--- config.mk ---
export PLATFORM = sky130hd
export DESIGN_NAME = seq_bit_serializer
export DESIGN_NICKNAME = d
export VERILOG_FILES = /design/src/rtl/seq_ser_pkg.sv /design/src/rtl/ser_shift_reg.sv /design/src/rtl/seq_bit_serializer.sv
export SDC_FILE = /design/constraint.sdc
export NUM_CORES = 1
export LEC_CHECK = 0
export ABC_AREA = 1
export BUFFER_PORTS_ARGS = -buffer_cell sky130_fd_sc_hd__buf_2
export CAP_MARGIN = 5
export CORE_AREA = 5 5 42 44
export DETAILED_ROUTE_END_ITERATION = 10
export DIE_AREA = 0 0 47 49
export PLACE_DENSITY = 0.74
export SLEW_MARGIN = 40
export SYNTH_ARGS = -nofsm -noshare
export SYNTH_HDL_FRONTEND = slang
export SYNTH_HIERARCHICAL = 1
export SYNTH_SLANG_ARGS = --single-unit
--- constraint.sdc ---
create_clock -name clk -period 3.25 [get_ports clk]
set_clock_uncertainty 0.15 [all_clocks]
set_input_delay 0.325 -clock clk [delete_from_list [all_inputs] [get_ports clk]]
set_output_delay 0.325 -clock clk [all_outputs]
set_load 0.05 [all_outputs]
--- src/rtl/seq_ser_pkg.sv ---
`default_nettype none
// ============================================================================
// Module  : seq_ser_pkg
// Purpose : Shared types and sizing helpers for the bit serializer.
//           - ser_state_t : FSM state encoding (IDLE / SHIFT)
//           - frame_len() : serial frame length in bits for a word width
//           - cnt_width() : bit-counter width for a word width
// Config  : SER_PARITY_EN (define to append an even-parity bit per frame)
// Revision: 1.0 - initial release
// ============================================================================
package seq_ser_pkg;

  typedef enum logic [0:0] {
    ST_IDLE  = 1'b0,
    ST_SHIFT = 1'b1
  } ser_state_t;

`ifdef SER_PARITY_EN
  localparam bit c_PARITY_EN = 1'b1;
`else
  localparam bit c_PARITY_EN = 1'b0;
`endif

  // Number of serial bits emitted per accepted word.
  function automatic int frame_len(input int data_w);
    return data_w + (c_PARITY_EN ? 1 : 0);
  endfunction

  // Wide enough to hold LAST in both the plain and the parity build.
  function automatic int cnt_width(input int data_w);
    return $clog2(data_w + 1);
  endfunction

endpackage
`default_nettype wire

--- src/rtl/ser_shift_reg.sv ---
`default_nettype none
// ============================================================================
// Module  : ser_shift_reg
// Purpose : Parameterised load/shift register with a direction select.
//           The head bit is the next bit to be sent on the serial line.
// Ports   : clk     - rising-edge clock
//           rst_n   - asynchronous active-low reset (clears the register)
//           i_load  - load i_data (has priority over i_shift)
//           i_shift - shift one position toward the head, zero fill
//           i_data  - parallel load value
//           o_head  - current head bit (MSB if MSB_FIRST, else LSB)
// Revision: 1.0 - initial release
// ============================================================================
module ser_shift_reg #(
  parameter int WIDTH     = 8,
  parameter bit MSB_FIRST = 1'b1
) (
  input  logic             clk,
  input  logic             rst_n,
  input  logic             i_load,
  input  logic             i_shift,
  input  logic [WIDTH-1:0] i_data,
  output logic             o_head
);

  logic [WIDTH-1:0] r_sr;
  logic [WIDTH-1:0] w_shifted;

  generate
    if (MSB_FIRST) begin : g_msb_first
      assign w_shifted = {r_sr[WIDTH-2:0], 1'b0};
      assign o_head    = r_sr[WIDTH-1];
    end else begin : g_lsb_first
      assign w_shifted = {1'b0, r_sr[WIDTH-1:1]};
      assign o_head    = r_sr[0];
    end
  endgenerate

  always_ff @(posedge clk or negedge rst_n) begin
    if (!rst_n) begin
      r_sr <= '0;
    end else if (i_load) begin
      r_sr <= i_data;
    end else if (i_shift) begin
      r_sr <= w_shifted;
    end
  end

endmodule
`default_nettype wire

--- src/rtl/seq_bit_serializer.sv ---
`default_nettype none
// ============================================================================
// Module  : seq_bit_serializer
// Purpose : Parallel-to-serial front end for serial sequence detectors.
//           Accepts DATA_W-bit words on a valid/ready handshake and emits
//           one bit per clock on x. Back-to-back words stream with no gap.
// Ports   : clk      - rising-edge clock
//           rst_n    - asynchronous active-low reset
//           in_data  - parallel word to serialize
//           in_valid - in_data is valid
//           in_ready - a word can be accepted this cycle (register decode)
//           x        - serial bit (0 while idle)
//           x_valid  - x carries a frame bit this cycle
//           busy     - a frame is being shifted
//           done     - high while the last bit of a frame is on x
// Config  : SER_PARITY_EN - when defined, each frame carries one extra
//           even-parity bit (XOR of the word) after the data bits.
// Revision: 1.0 - initial release
// ============================================================================
module seq_bit_serializer
  import seq_ser_pkg::*;
#(
  parameter int DATA_W    = 8,
  parameter bit MSB_FIRST = 1'b1
) (
  input  logic              clk,
  input  logic              rst_n,
  input  logic [DATA_W-1:0] in_data,
  input  logic              in_valid,
  output logic              in_ready,
  output logic              x,
  output logic              x_valid,
  output logic              busy,
  output logic              done
);

  localparam int              FRAME_W = frame_len(DATA_W);
  localparam int              CNT_W   = cnt_width(DATA_W);
  localparam logic [CNT_W-1:0] c_LAST = CNT_W'(FRAME_W - 1);

  ser_state_t         r_state;
  ser_state_t         w_state_nxt;
  logic [CNT_W-1:0]   r_cnt;
  logic [CNT_W-1:0]   w_cnt_nxt;
  logic               w_last;
  logic               w_accept;
  logic               w_load;
  logic               w_shift;
  logic               w_head;
  logic [FRAME_W-1:0] w_frame;

  // Frame image as loaded into the shift register. With parity, the parity
  // bit sits on the far side from the head so it leaves after the data.
`ifdef SER_PARITY_EN
  generate
    if (MSB_FIRST) begin : g_par_msb
      assign w_frame = {in_data, ^in_data};
    end else begin : g_par_lsb
      assign w_frame = {^in_data, in_data};
    end
  endgenerate
`else
  assign w_frame = in_data;
`endif

  ser_shift_reg #(
    .WIDTH     (FRAME_W),
    .MSB_FIRST (MSB_FIRST)
  ) u_shift_reg (
    .clk     (clk),
    .rst_n   (rst_n),
    .i_load  (w_load),
    .i_shift (w_shift),
    .i_data  (w_frame),
    .o_head  (w_head)
  );

  assign w_last = (r_state == ST_SHIFT) && (r_cnt == c_LAST);

  // Ready depends only on registers, so a new word can be taken on the
  // same edge that retires the last bit (zero-bubble streaming).
  assign in_ready = (r_state == ST_IDLE) || w_last;
  assign w_accept = in_valid && in_ready;

  always_ff @(posedge clk or negedge rst_n) begin
    if (!rst_n) begin
      r_state <= ST_IDLE;
      r_cnt   <= '0;
    end else begin
      r_state <= w_state_nxt;
      r_cnt   <= w_cnt_nxt;
    end
  end

  always_comb begin
    w_state_nxt = r_state;
    w_cnt_nxt   = r_cnt;
    w_load      = 1'b0;
    w_shift     = 1'b0;
    case (r_state)
      ST_IDLE: begin
        if (w_accept) begin
          w_state_nxt = ST_SHIFT;
          w_cnt_nxt   = '0;
          w_load      = 1'b1;
        end
      end
      ST_SHIFT: begin
        if (w_last) begin
          w_cnt_nxt = '0;
          if (w_accept) begin
            w_load = 1'b1;
          end else begin
            w_state_nxt = ST_IDLE;
            w_shift     = 1'b1;
          end
        end else begin
          w_shift   = 1'b1;
          w_cnt_nxt = r_cnt + CNT_W'(1);
        end
      end
      default: begin
        w_state_nxt = ST_IDLE;
        w_cnt_nxt   = '0;
      end
    endcase
  end

  // All outputs decode directly from state registers, so they change only
  // on the clock edge and are mutually aligned with x.
  assign busy    = (r_state == ST_SHIFT);
  assign x_valid = busy;
  assign x       = busy && w_head;
  assign done    = w_last;

endmodule
`default_nettype wire

==> impl_metrics.ini, run 1 <==
[floorplan]
fp-row-count = 14
die_w_um = 47
core_region_area_um2 = 1400
pin_count = 16
die_h_um = 49
start_util_pct = 46.3
dieArea_um2 = 2300

[clocking]
insertion_delay_ns = 0.26
cts_resized = 0
cts-root-buf = clkbuf_4
clkSinkCount = 13
h-tree-depth = 1
numCtsBuffers = 3
postCtsSetupBuffers = 0
path_clk_slew_ns = 0.07
cts_tree = done
clock_path_buffers = 2

[logic_synthesis]
ys_ff_latch = 13
synthXorXnorAreaFrac_pct = 1.35
syn_inst = 77
synth_area_leader_cell = dfrtp_1
synthFlopType = dfrtp_1
synth_area_leaders = dfrtp_1, nand2_1, nand3_1
synth_compound_area_share_pct = 3.66
synth_fp_nets = 89
synthesis.area_um2 = 649
syn_area_per_cell_um2 = 8.43
synthArstFlopShare_pct = 100
synth_top_family_by_area = simple AND/OR/NAND/NOR gates
netlist.area_leader.share_pct = 50.1
synth-edff-count = 0
ys_warn_count = 6
yosysSeqAreaShare_pct = 50.1
synth-adder-area-share_pct = 1.93
synth.top_cells.by_count = nand2_1, nand3_1, dfrtp_1
yosysMostFrequentCell = nand2_1
ys_types = 16
muxShareOfSynthArea_pct = 0
synthSimpleGateAreaFrac_pct = 34.9

[setup_path]
rrSetupSlack_ns = 1.31
worstPathMaxFanout = 10
path_class = reg2reg
regToRegStartpoint = r_cnt[0]
required_ns = 3.25
rr_endpoint = u_shift_reg/r_sr[4]
crit_chain = ha_1 > nand3_2 > nand2_2 > inv_2 > nor2_2 > inv_2 > nand3_1 > nand3_1
crit_slowest_cell = nor2_2
cp-end-kind = register
max_stage_delay_ns = 0.42
worst_setup_path_start_kind = register
rr_worst_depth = 8
cp_data_arrival_time_ns = 1.93

[detailed_routing]
viasPerCell = 4.87
ant_nets = 0
wl_per_cell_um = 10.5
first_pass_iters = 4
drtIter0Drc = 8
drc_errors = 0
vias = 536
drt_wl_total_um = 1160

[grt]
overflow = 0
grt_usage_pct = 11.9
grt_max_degree = 14
met1_usage_pct = 15.9
grt_pass1_vias = 497
antenna_found_initial = 0
grt_use_met3_pct = 3.69
met2_usage_pct = 17.2
grt-busiest-layer = met2
grt_pass1_wl_um = 2010

[finish]
drive_above_1_share_pct = 25.5
syn_to_final_growth_pct = 16.6
num-nets-final = 107
final_core_util_pct = 54.0
n_antenna_cell = 0

[placement]
numPortBuffers = 15
gp_congestion = 0.810
post-dp-hpwl_um = 937

[flow_run]
drv_cap = 0

[timing]
fmax_mhz = 517
tightestPinTransition_ns = 0.550
rsz0062_at_grt = false
slew_headroom_pct = 63.3
period_share_pct = 59.6
hold_viol = 0
setup_tns_ns = 0
report.final.slew_viol_count = 0
setup-violations-final = 0
timing.final.crit_period_ns = 1.94

[run_status]
outcome = finished clean

[power_and_ir_drop]
p_leak_nw = 0.397
max-vdd-ir-drop_mv = 0.481
powerDensity_nw_per_um2 = 906

[hold_path]
min_from = in_data[0]
hold-path-endpoint = u_shift_reg/r_sr[0]
hold_path_class = in2reg
whs_path_depth = 3
-- worst max-delay path by stage --
stage	startpoint	end	slack [ns]	cells past startpoint
final	r_cnt[0]	u_shift_reg/r_sr[4]	1.31	8
after global routing	r_cnt[0]	u_shift_reg/r_sr[4]	1.13	8
after CTS	r_cnt[0]	u_shift_reg/r_sr[4]	1.02	8
after detailed placement	r_cnt[0]	u_shift_reg/r_sr[4]	1.04	8
after global placement	r_cnt[0]	u_shift_reg/r_sr[4]	1.14	8
after floorplan	busy	done	1.28	2
-- cells by family (layout without fill, tap and decap cells) --
| family | count (synthesis) | after routing |
|---|---|---|
| adder cells (fa/ha/maj) | 1 | 1 |
| AND/OR/NAND/NOR | 48 | 48 |
| AO/OA/AOI/OAI | 4 | 4 |
| flip-flops | 13 | 13 |
| XOR/XNOR | 1 | 1 |
| buffers and inverters | 10 | 27 |
-- stage by stage --
stage,hold slack (ns),worst slack [ns],instance area [µm²],std cells,power (W)
after global routing,0.111,1.13,757,110,0.000748
final,0.114,1.31,757,110,0.000686
after CTS,0.110,1.02,754,110,0.000693
after detailed placement,0.0744,1.04,718,105,0.000597
after floorplan,-0.121,1.28,649,77,0.000539
after global placement,0.0759,1.14,718,105,0.000584
-- cell type report --
| type | instances | area, µm² |
|---|---|---|
| Clock buffer | 4 | 26.3 |
| Fill cell | 148 | 644 |
| Inverter | 7 | 26.3 |
| Multi-Input combinational cell | 54 | 274 |
| Sequential cell | 13 | 325 |
| Tap cell | 16 | 20.0 |
| Timing Repair Buffer | 16 | 85.1 |
-- cell usage in the layout, fill, tap and decap left out --
| master | n |
|---|---|
| o21ai_0 | 3 |
| xnor2_1 | 1 |
| inv_1 | 5 |
| nor2_8 | 1 |
| nor2_2 | 1 |
| nand3_1 | 15 |
| nand2_1 | 26 |
| inv_2 | 2 |
| clkbuf_1 | 1 |
| nor2_1 | 2 |
| dfrtp_1 | 13 |
| buf_2 | 15 |
| clkbuf_4 | 3 |
| nand3_2 | 1 |
| a22o_1 | 1 |
| nand4_1 | 1 |
| nand2_2 | 1 |
| dlygate4sd3_1 | 1 |
| ha_1 | 1 |
-- state kept, by name, summed over array words and instances, names as in the netlist --
name / count
u_shift_reg/r_sr: 8
busy: 1
r_cnt: 4
-- report_power, final --
group	internal [W]	switching (W)	total, W
registers	0.000225	0.0000537	0.000279
clock network	0.0000473	0.0000454	0.0000928
logic	0.000104	0.000210	0.000314
-- timing repair --
item | 4_1_cts | 5_1_grt
hold buffers | 1 | 0
hold endpoints to repair | 13 | 0
setup endpoints to repair | 0 | 0
-- critical path: cells and delay by family, from the launching register on --
| kind | cells | cell delay, ns |
|---|---|---|
| flip-flops | 1 | 0.41 |
| AND/OR/NAND/NOR | 5 | 0.83 |
| buffers and inverters | 2 | 0.19 |
| adder cells (fa/ha/maj) | 1 | 0.23 |
-- metal layers --
layer / vias up / part of all wire [%]
li1: 283 / -
met1: 236 / 48
met2: 17 / 47
met3: 0 / 5.3
met4: 0 / 0
met5: - / 0
Note: power is estimated with default switching activity, not from simulation.
==> run 2, diff against run 1 <==
--- a/config.mk
+++ b/config.mk
@@ -5,13 +5,13 @@
 export SDC_FILE = /design/constraint.sdc
 export NUM_CORES = 1
 export LEC_CHECK = 0
-export ABC_AREA = 1
+export ABC_AREA = 0
 export BUFFER_PORTS_ARGS = -buffer_cell sky130_fd_sc_hd__buf_2
 export CAP_MARGIN = 5
-export CORE_AREA = 5 5 42 44
+export CORE_MARGIN = 5
+export CORE_UTILIZATION = 44
 export DETAILED_ROUTE_END_ITERATION = 10
-export DIE_AREA = 0 0 47 49
-export PLACE_DENSITY = 0.74
+export PLACE_DENSITY = 0.71
 export SLEW_MARGIN = 40
 export SYNTH_ARGS = -nofsm -noshare
 export SYNTH_HDL_FRONTEND = slang
==> constraint.sdc (replaced) <==
create_clock -name clk -period 1.7 [get_ports clk]
set_clock_uncertainty 0.15 [all_clocks]
set_input_delay 0.17 -clock clk [delete_from_list [all_inputs] [get_ports clk]]
set_output_delay 0.17 -clock clk [all_outputs]
set_load 0.05 [all_outputs]
==> run 2 against run 1 <==
Final cell count shrank 4.5%; cell area up 18%; hold slack gained 0.063 ns; routed wire length up 15%; die area rose by 0.69%; non-clock buffer count rose by 12; first-iteration DRC count rose by 50%; sequential cell count stayed put; fmax is 16% higher; via count down 2.8%; critical path type unchanged; critical endpoint is now u_shift_reg/r_sr[1].
==> impl_metrics.ini, run 2 <==
[grt]
overflow = 0
antenna_found_initial = 0
grt_usage_pct = 13.2
grt_max_degree = 17
grt_pass1_vias = 484
grt_pass1_wl_um = 2060

[setup_path]
worstPathMaxFanout = 8
worst_setup_path_start_kind = register
rr_endpoint = u_shift_reg/r_sr[1]
cp-end-kind = register
rrSetupSlack_ns = 0.03
path_class = reg2reg
rr_worst_depth = 7
required_ns = 1.70
regToRegStartpoint = r_cnt[0]
cp_data_arrival_time_ns = 1.68

[detailed_routing]
drt_wl_total_um = 1330
ant_nets = 0
wl_per_cell_um = 12.6
vias = 521
first_pass_iters = 5
drtIter0Drc = 12
drc_errors = 0
viasPerCell = 4.96

[placement]
gp_congestion = 0.720
numPortBuffers = 15
dpl_worst_slack_ns = 0.0215
post-dp-hpwl_um = 825

[flow_run]
drv_cap = 0

[timing]
setup_ws_ns = 0.0256
tightestPinTransition_ns = 0.289
slew_headroom_pct = 80.7
timing.final.crit_period_ns = 1.67
holdWs_ns = 0.177
report.final.slew_viol_count = 0
hold_viol = 0
period_share_pct = 98.5
fmax_mhz = 597
setup-violations-final = 0
setup_tns_ns = 0

[floorplan]
start_util_pct = 48.0
die_w_um = 48.2
die_h_um = 48.2
dieArea_um2 = 2320
pin_count = 16
core_region_area_um2 = 1330
fp-row-count = 13

[logic_synthesis]
ys_ff_latch = 13
synth_area_leaders = dfrtp_1, mux2i_1, nand2_1
synth_area_leader_cell = dfrtp_1
syn_inst = 61
synth.top_cells.by_count = dfrtp_1, nand2_1, o21ai_1
syn_area_per_cell_um2 = 10.5
yosysSeqAreaShare_pct = 50.8
synth_fp_nets = 73
synthArstFlopShare_pct = 100
netlist.area_leader.share_pct = 50.8
synth-edff-count = 0
synthesis.area_um2 = 641
yosysMostFrequentCell = dfrtp_1
ys_warn_count = 6
synthFlopType = dfrtp_1
ys_types = 17

[finish]
drive_above_1_share_pct = 30.0
syn_to_final_growth_pct = 38.9
largest_reg_flops = 8
layout_common_cells = buf_2, dfrtp_1, nand2_1
multi_input_area_um2 = 308
num-nets-final = 103
nFillCells = 106
ff_latch_area_um2 = 327
n_antenna_cell = 0
final_core_util_pct = 66.7
top_register = u_shift_reg/r_sr
final_common_cell = buf_2

[run_status]
outcome = finished clean

[power_and_ir_drop]
powerDensity_nw_per_um2 = 1620
p_leak_nw = 0.443
max-vdd-ir-drop_mv = 1.13

[clocking]
cts-root-buf = clkbuf_4
numCtsBuffers = 3
insertion_delay_ns = 0.27
cts_tree = done
h-tree-depth = 1
clock_path_buffers = 2
clkSinkCount = 13
path_clk_slew_ns = 0.08

[hold_path]
hold_path_class = in2async
==> run 2: cell types whose count changed after synthesis, sizes merged <==
cell,previous run,this run
nand2b,0,3
o21ai,3,12
and2,0,3
mux2i,0,7
xor2,0,2
nand4,1,0
inv,7,0
xnor2,1,0
a21boi,0,1
nand2,27,12
nor2,4,2
nand3,16,1
==> run 2: per-stage QoR <==
step                      std cells  total power (W)  instance area (µm²)
after floorplan                  61          0.00104                  647
after global placement           89          0.00113                  718
after detailed placement         89          0.00114                  718
after CTS                       104          0.00139                  865
after global routing            105          0.00154                  890
final                           105          0.00144                  890
==> run 2: how the worst max path moves through the flow <==
stage,start,endpoint,slack (ns),cells past startpoint
3_5_place_dp,r_cnt[0],u_shift_reg/r_sr[1],0.02,7
2_1_floorplan,r_cnt[0],u_shift_reg/r_sr[1],-0.01,7
3_3_place_gp,r_cnt[1],u_shift_reg/r_sr[3],0.05,7
4_1_cts,r_cnt[1],u_shift_reg/r_sr[2],0.003,7
6_report,r_cnt[0],u_shift_reg/r_sr[1],0.03,7
5_1_grt,r_cnt[0],u_shift_reg/r_sr[1],-0.09,7
==> run 2: routing by layer <==
layer,up-vias,global-route usage [%],part of all wire (%)
li1,263,-,-
met1,245,18.2,48
met2,11,18.5,46
met3,2,4.43,5.0
met4,0,6.45,0.90
met5,-,0,0
==> run 2: logic make-up (layout without fill, tap and decap cells) <==
kind of cell / count (synthesis) / in the layout / share of synthesized area, %
muxes: 7 / 7 / 10.9
AOI/OAI and AO/OA: 14 / 14 / 13.7
DFF: 13 / 13 / 50.8
buffers and inverters: 3 / 32 / 4.69
xor gates and xnor gates: 2 / 2 / 2.73
adders and majority gates: 1 / 1 / 1.95
and+or+nand+nor: 21 / 21 / 15.2
==> run 2: layout make-up <==
| type | count | share of cell area [%] |
|---|---|---|
| flip-flops and latches | 13 | 36.7 |
| multi-input cells | 45 | 34.6 |
| repair buffers | 28 | 23.6 |
| well taps | 15 | 2.11 |
| clock buffers | 4 | 2.95 |
==> run 2: where the power goes <==
group          total [W]  internal, W  switching [W]  leakage, nW
combinational   0.000704     0.000316       0.000388        0.264
sequential      0.000552     0.000433       0.000119        0.164
clock           0.000185    0.0000907      0.0000938       0.0150
total            0.00144     0.000839       0.000601        0.443
==> run 2: what timing repair did <==
action	in CTS	in global routing
pin swaps	0	3
setup endpoints to repair	4	9
buffers inserted	1	1
endpoints found under the hold margin	23	0
hold buffers	10	0
resized for setup	4	4
==> run 2: critical path, stage by stage, from the launching register on <==
cell	delay, ns
dfrtp_1	0.43
ha_4	0.19
nand2_4	0.07
nor2_2	0.04
a21boi_1	0.16
buf_4	0.21
mux2i_1	0.23
o21ai_1	0.07
==> run 3, diff against run 2 <==
--- a/config.mk
+++ b/config.mk
@@ -11,7 +11,9 @@
 export CORE_MARGIN = 5
 export CORE_UTILIZATION = 44
 export DETAILED_ROUTE_END_ITERATION = 10
+export MAX_ROUTING_LAYER = met4
 export PLACE_DENSITY = 0.71
+export SKIP_LAST_GASP = 1
 export SLEW_MARGIN = 40
 export SYNTH_ARGS = -nofsm -noshare
 export SYNTH_HDL_FRONTEND = slang
==> run 3 against run 2 <==
Cell area unchanged; clock-buffer cell count unchanged; utilization unchanged; hold slack improved by 0.0051 ns; largest cell class unchanged; highest routed layer unchanged; register-to-register slack about the same; routed wire length about the same; power about the same.
==> impl_metrics.ini, run 3 (synthesized netlist as in run 2, its figures left out) <==
[power_and_ir_drop]
max-vdd-ir-drop_mv = 1.13
power.share.clock_pct = 12.7
seqPwrFrac_pct = 38.4
sw_frac_of_total_pct = 41.6
netSwitchingPower_w = 0.000599
powerDensity_nw_per_um2 = 1620
p_leak_nw = 0.443
combPwrFrac_pct = 48.9
p_int_w = 0.000840

[detailed_routing]
first_pass_iters = 4
vias = 523
drtIter0Drc = 11
drt_wl_total_um = 1330
wl_per_cell_um = 12.6
viasPerCell = 4.98
drc_errors = 0
ant_nets = 0

[finish]
top_register = u_shift_reg/r_sr
drive_above_1_share_pct = 30.0
nFillCells = 106
largest_reg_flops = 8
n_antenna_cell = 0
num-nets-final = 103
final_cells = 105
final_common_cell = buf_2
layout_common_cells = buf_2, dfrtp_1, nand2_1
syn_to_final_growth_pct = 38.9
final_cell_area_um2 = 890

[clocking]
cts_tree = done
numCtsBuffers = 3
h-tree-depth = 1
cts-root-buf = clkbuf_4
path_clk_slew_ns = 0.08
insertion_delay_ns = 0.27
clkSinkCount = 13
clock_path_buffers = 2

[hold_path]
hold_path_class = in2async

[placement]
numPortBuffers = 15
dp.cells = 89
gp_congestion = 0.728
placed_area_um2 = 718
post-dp-hpwl_um = 825

[timing]
fmax_mhz = 596
slew_headroom_pct = 80.5
report.final.slew_viol_count = 0
holdWs_ns = 0.182
period_share_pct = 98.8
timing.final.crit_period_ns = 1.68
setup-violations-final = 0
tightestPinTransition_ns = 0.293
hold_viol = 0

[grt]
grt_max_degree = 17
grt_usage_pct = 13.7
grt_pass1_wl_um = 2060
overflow = 0
antenna_found_initial = 0
grt_pass1_vias = 483

[setup_path]
cp-end-kind = register
path_class = reg2reg
required_ns = 1.70
rrSetupSlack_ns = 0.02
max_stage_delay_ns = 0.43
worst_setup_path_start_kind = register
cp_data_arrival_time_ns = 1.68
rr_worst_depth = 7
crit_slowest_cell = dfrtp_1
regToRegStartpoint = r_cnt[0]
rr_endpoint = u_shift_reg/r_sr[1]
crit_chain = ha_4 > nand2_4 > nor2_2 > a21boi_1 > buf_4 > mux2i_1 > o21ai_1
worstPathMaxFanout = 8

[floorplan]
core_region_area_um2 = 1330
die_w_um = 48.2
pin_count = 16
fp-row-count = 13
die_h_um = 48.2
start_util_pct = 48.0
dieArea_um2 = 2320

[run_status]
outcome = finished clean

[flow_run]
drv_cap = 0
run 3: per-stage QoR:
step,setup WS [ns],TNS (ns),util [%],total power (W)
final,0.0211,0,66.7,0.00144
after global routing,-0.0872,-0.439,66.7,0.00154
after CTS,0.00302,0,64.8,0.00139
after detailed placement,0.0215,0,53.8,0.00114
after global placement,0.0504,0,53.8,0.00113
after floorplan,-0.0149,-0.119,-,0.00104
run 3: area by class of cell:
type	count	area [µm²]	share of cell area, %
tap	15	18.8	2.11
clock buffer	4	26.3	2.95
timing repair buffer	28	210	23.6
multi-input combinational	45	308	34.6
sequential	13	327	36.7
run 3: how the worst max path moves through the flow:
stage | start | to | slack [ns] | cells past startpoint
after floorplan | r_cnt[0] | u_shift_reg/r_sr[1] | -0.01 | 7
after global placement | r_cnt[1] | u_shift_reg/r_sr[3] | 0.05 | 7
after detailed placement | r_cnt[0] | u_shift_reg/r_sr[1] | 0.02 | 7
after CTS | r_cnt[1] | u_shift_reg/r_sr[2] | 0.003 | 7
after global routing | r_cnt[0] | u_shift_reg/r_sr[1] | -0.09 | 7
final | r_cnt[0] | u_shift_reg/r_sr[1] | 0.02 | 7
run 3: power groups by stage:
stage | Clock, W | Combinational, W | Sequential (W)
finish | 0.000183 | 0.000703 | 0.000553
global route | 0.000202 | 0.000770 | 0.000569
CTS | 0.000191 | 0.000664 | 0.000530
detailed placement | 0 | 0.000594 | 0.000543
global placement | 0 | 0.000586 | 0.000541
floorplan | 0 | 0.000495 | 0.000542
run 3: worst max-delay path, delay by kind of cell, from the launching register on:
| family | cells | cell delay [ns] |
|---|---|---|
| buf+inv | 1 | 0.21 |
| flops | 1 | 0.43 |
| fa+ha+maj | 1 | 0.19 |
| mux | 1 | 0.24 |
| simple gates | 2 | 0.11 |
| compound gates | 2 | 0.23 |
run 3: what timing repair did:
action / 4_1_cts / 5_1_grt
hold buffers: 10 / 0
setup endpoints to repair: 4 / 9
endpoints found under the hold margin: 23 / 0
resized for setup: 4 / 4
pin swaps: 0 / 3
setup buffers: 1 / 1
run 3: routing by layer:
metal | routed length, µm | up-vias | global-route usage [%]
li1 | - | 265 | -
met1 | 637 | 242 | 18.2
met3 | 67 | 2 | 4.43
met2 | 608 | 14 | 18.5
met5 | 0 | - | -
met4 | 12 | 0 | 6.45
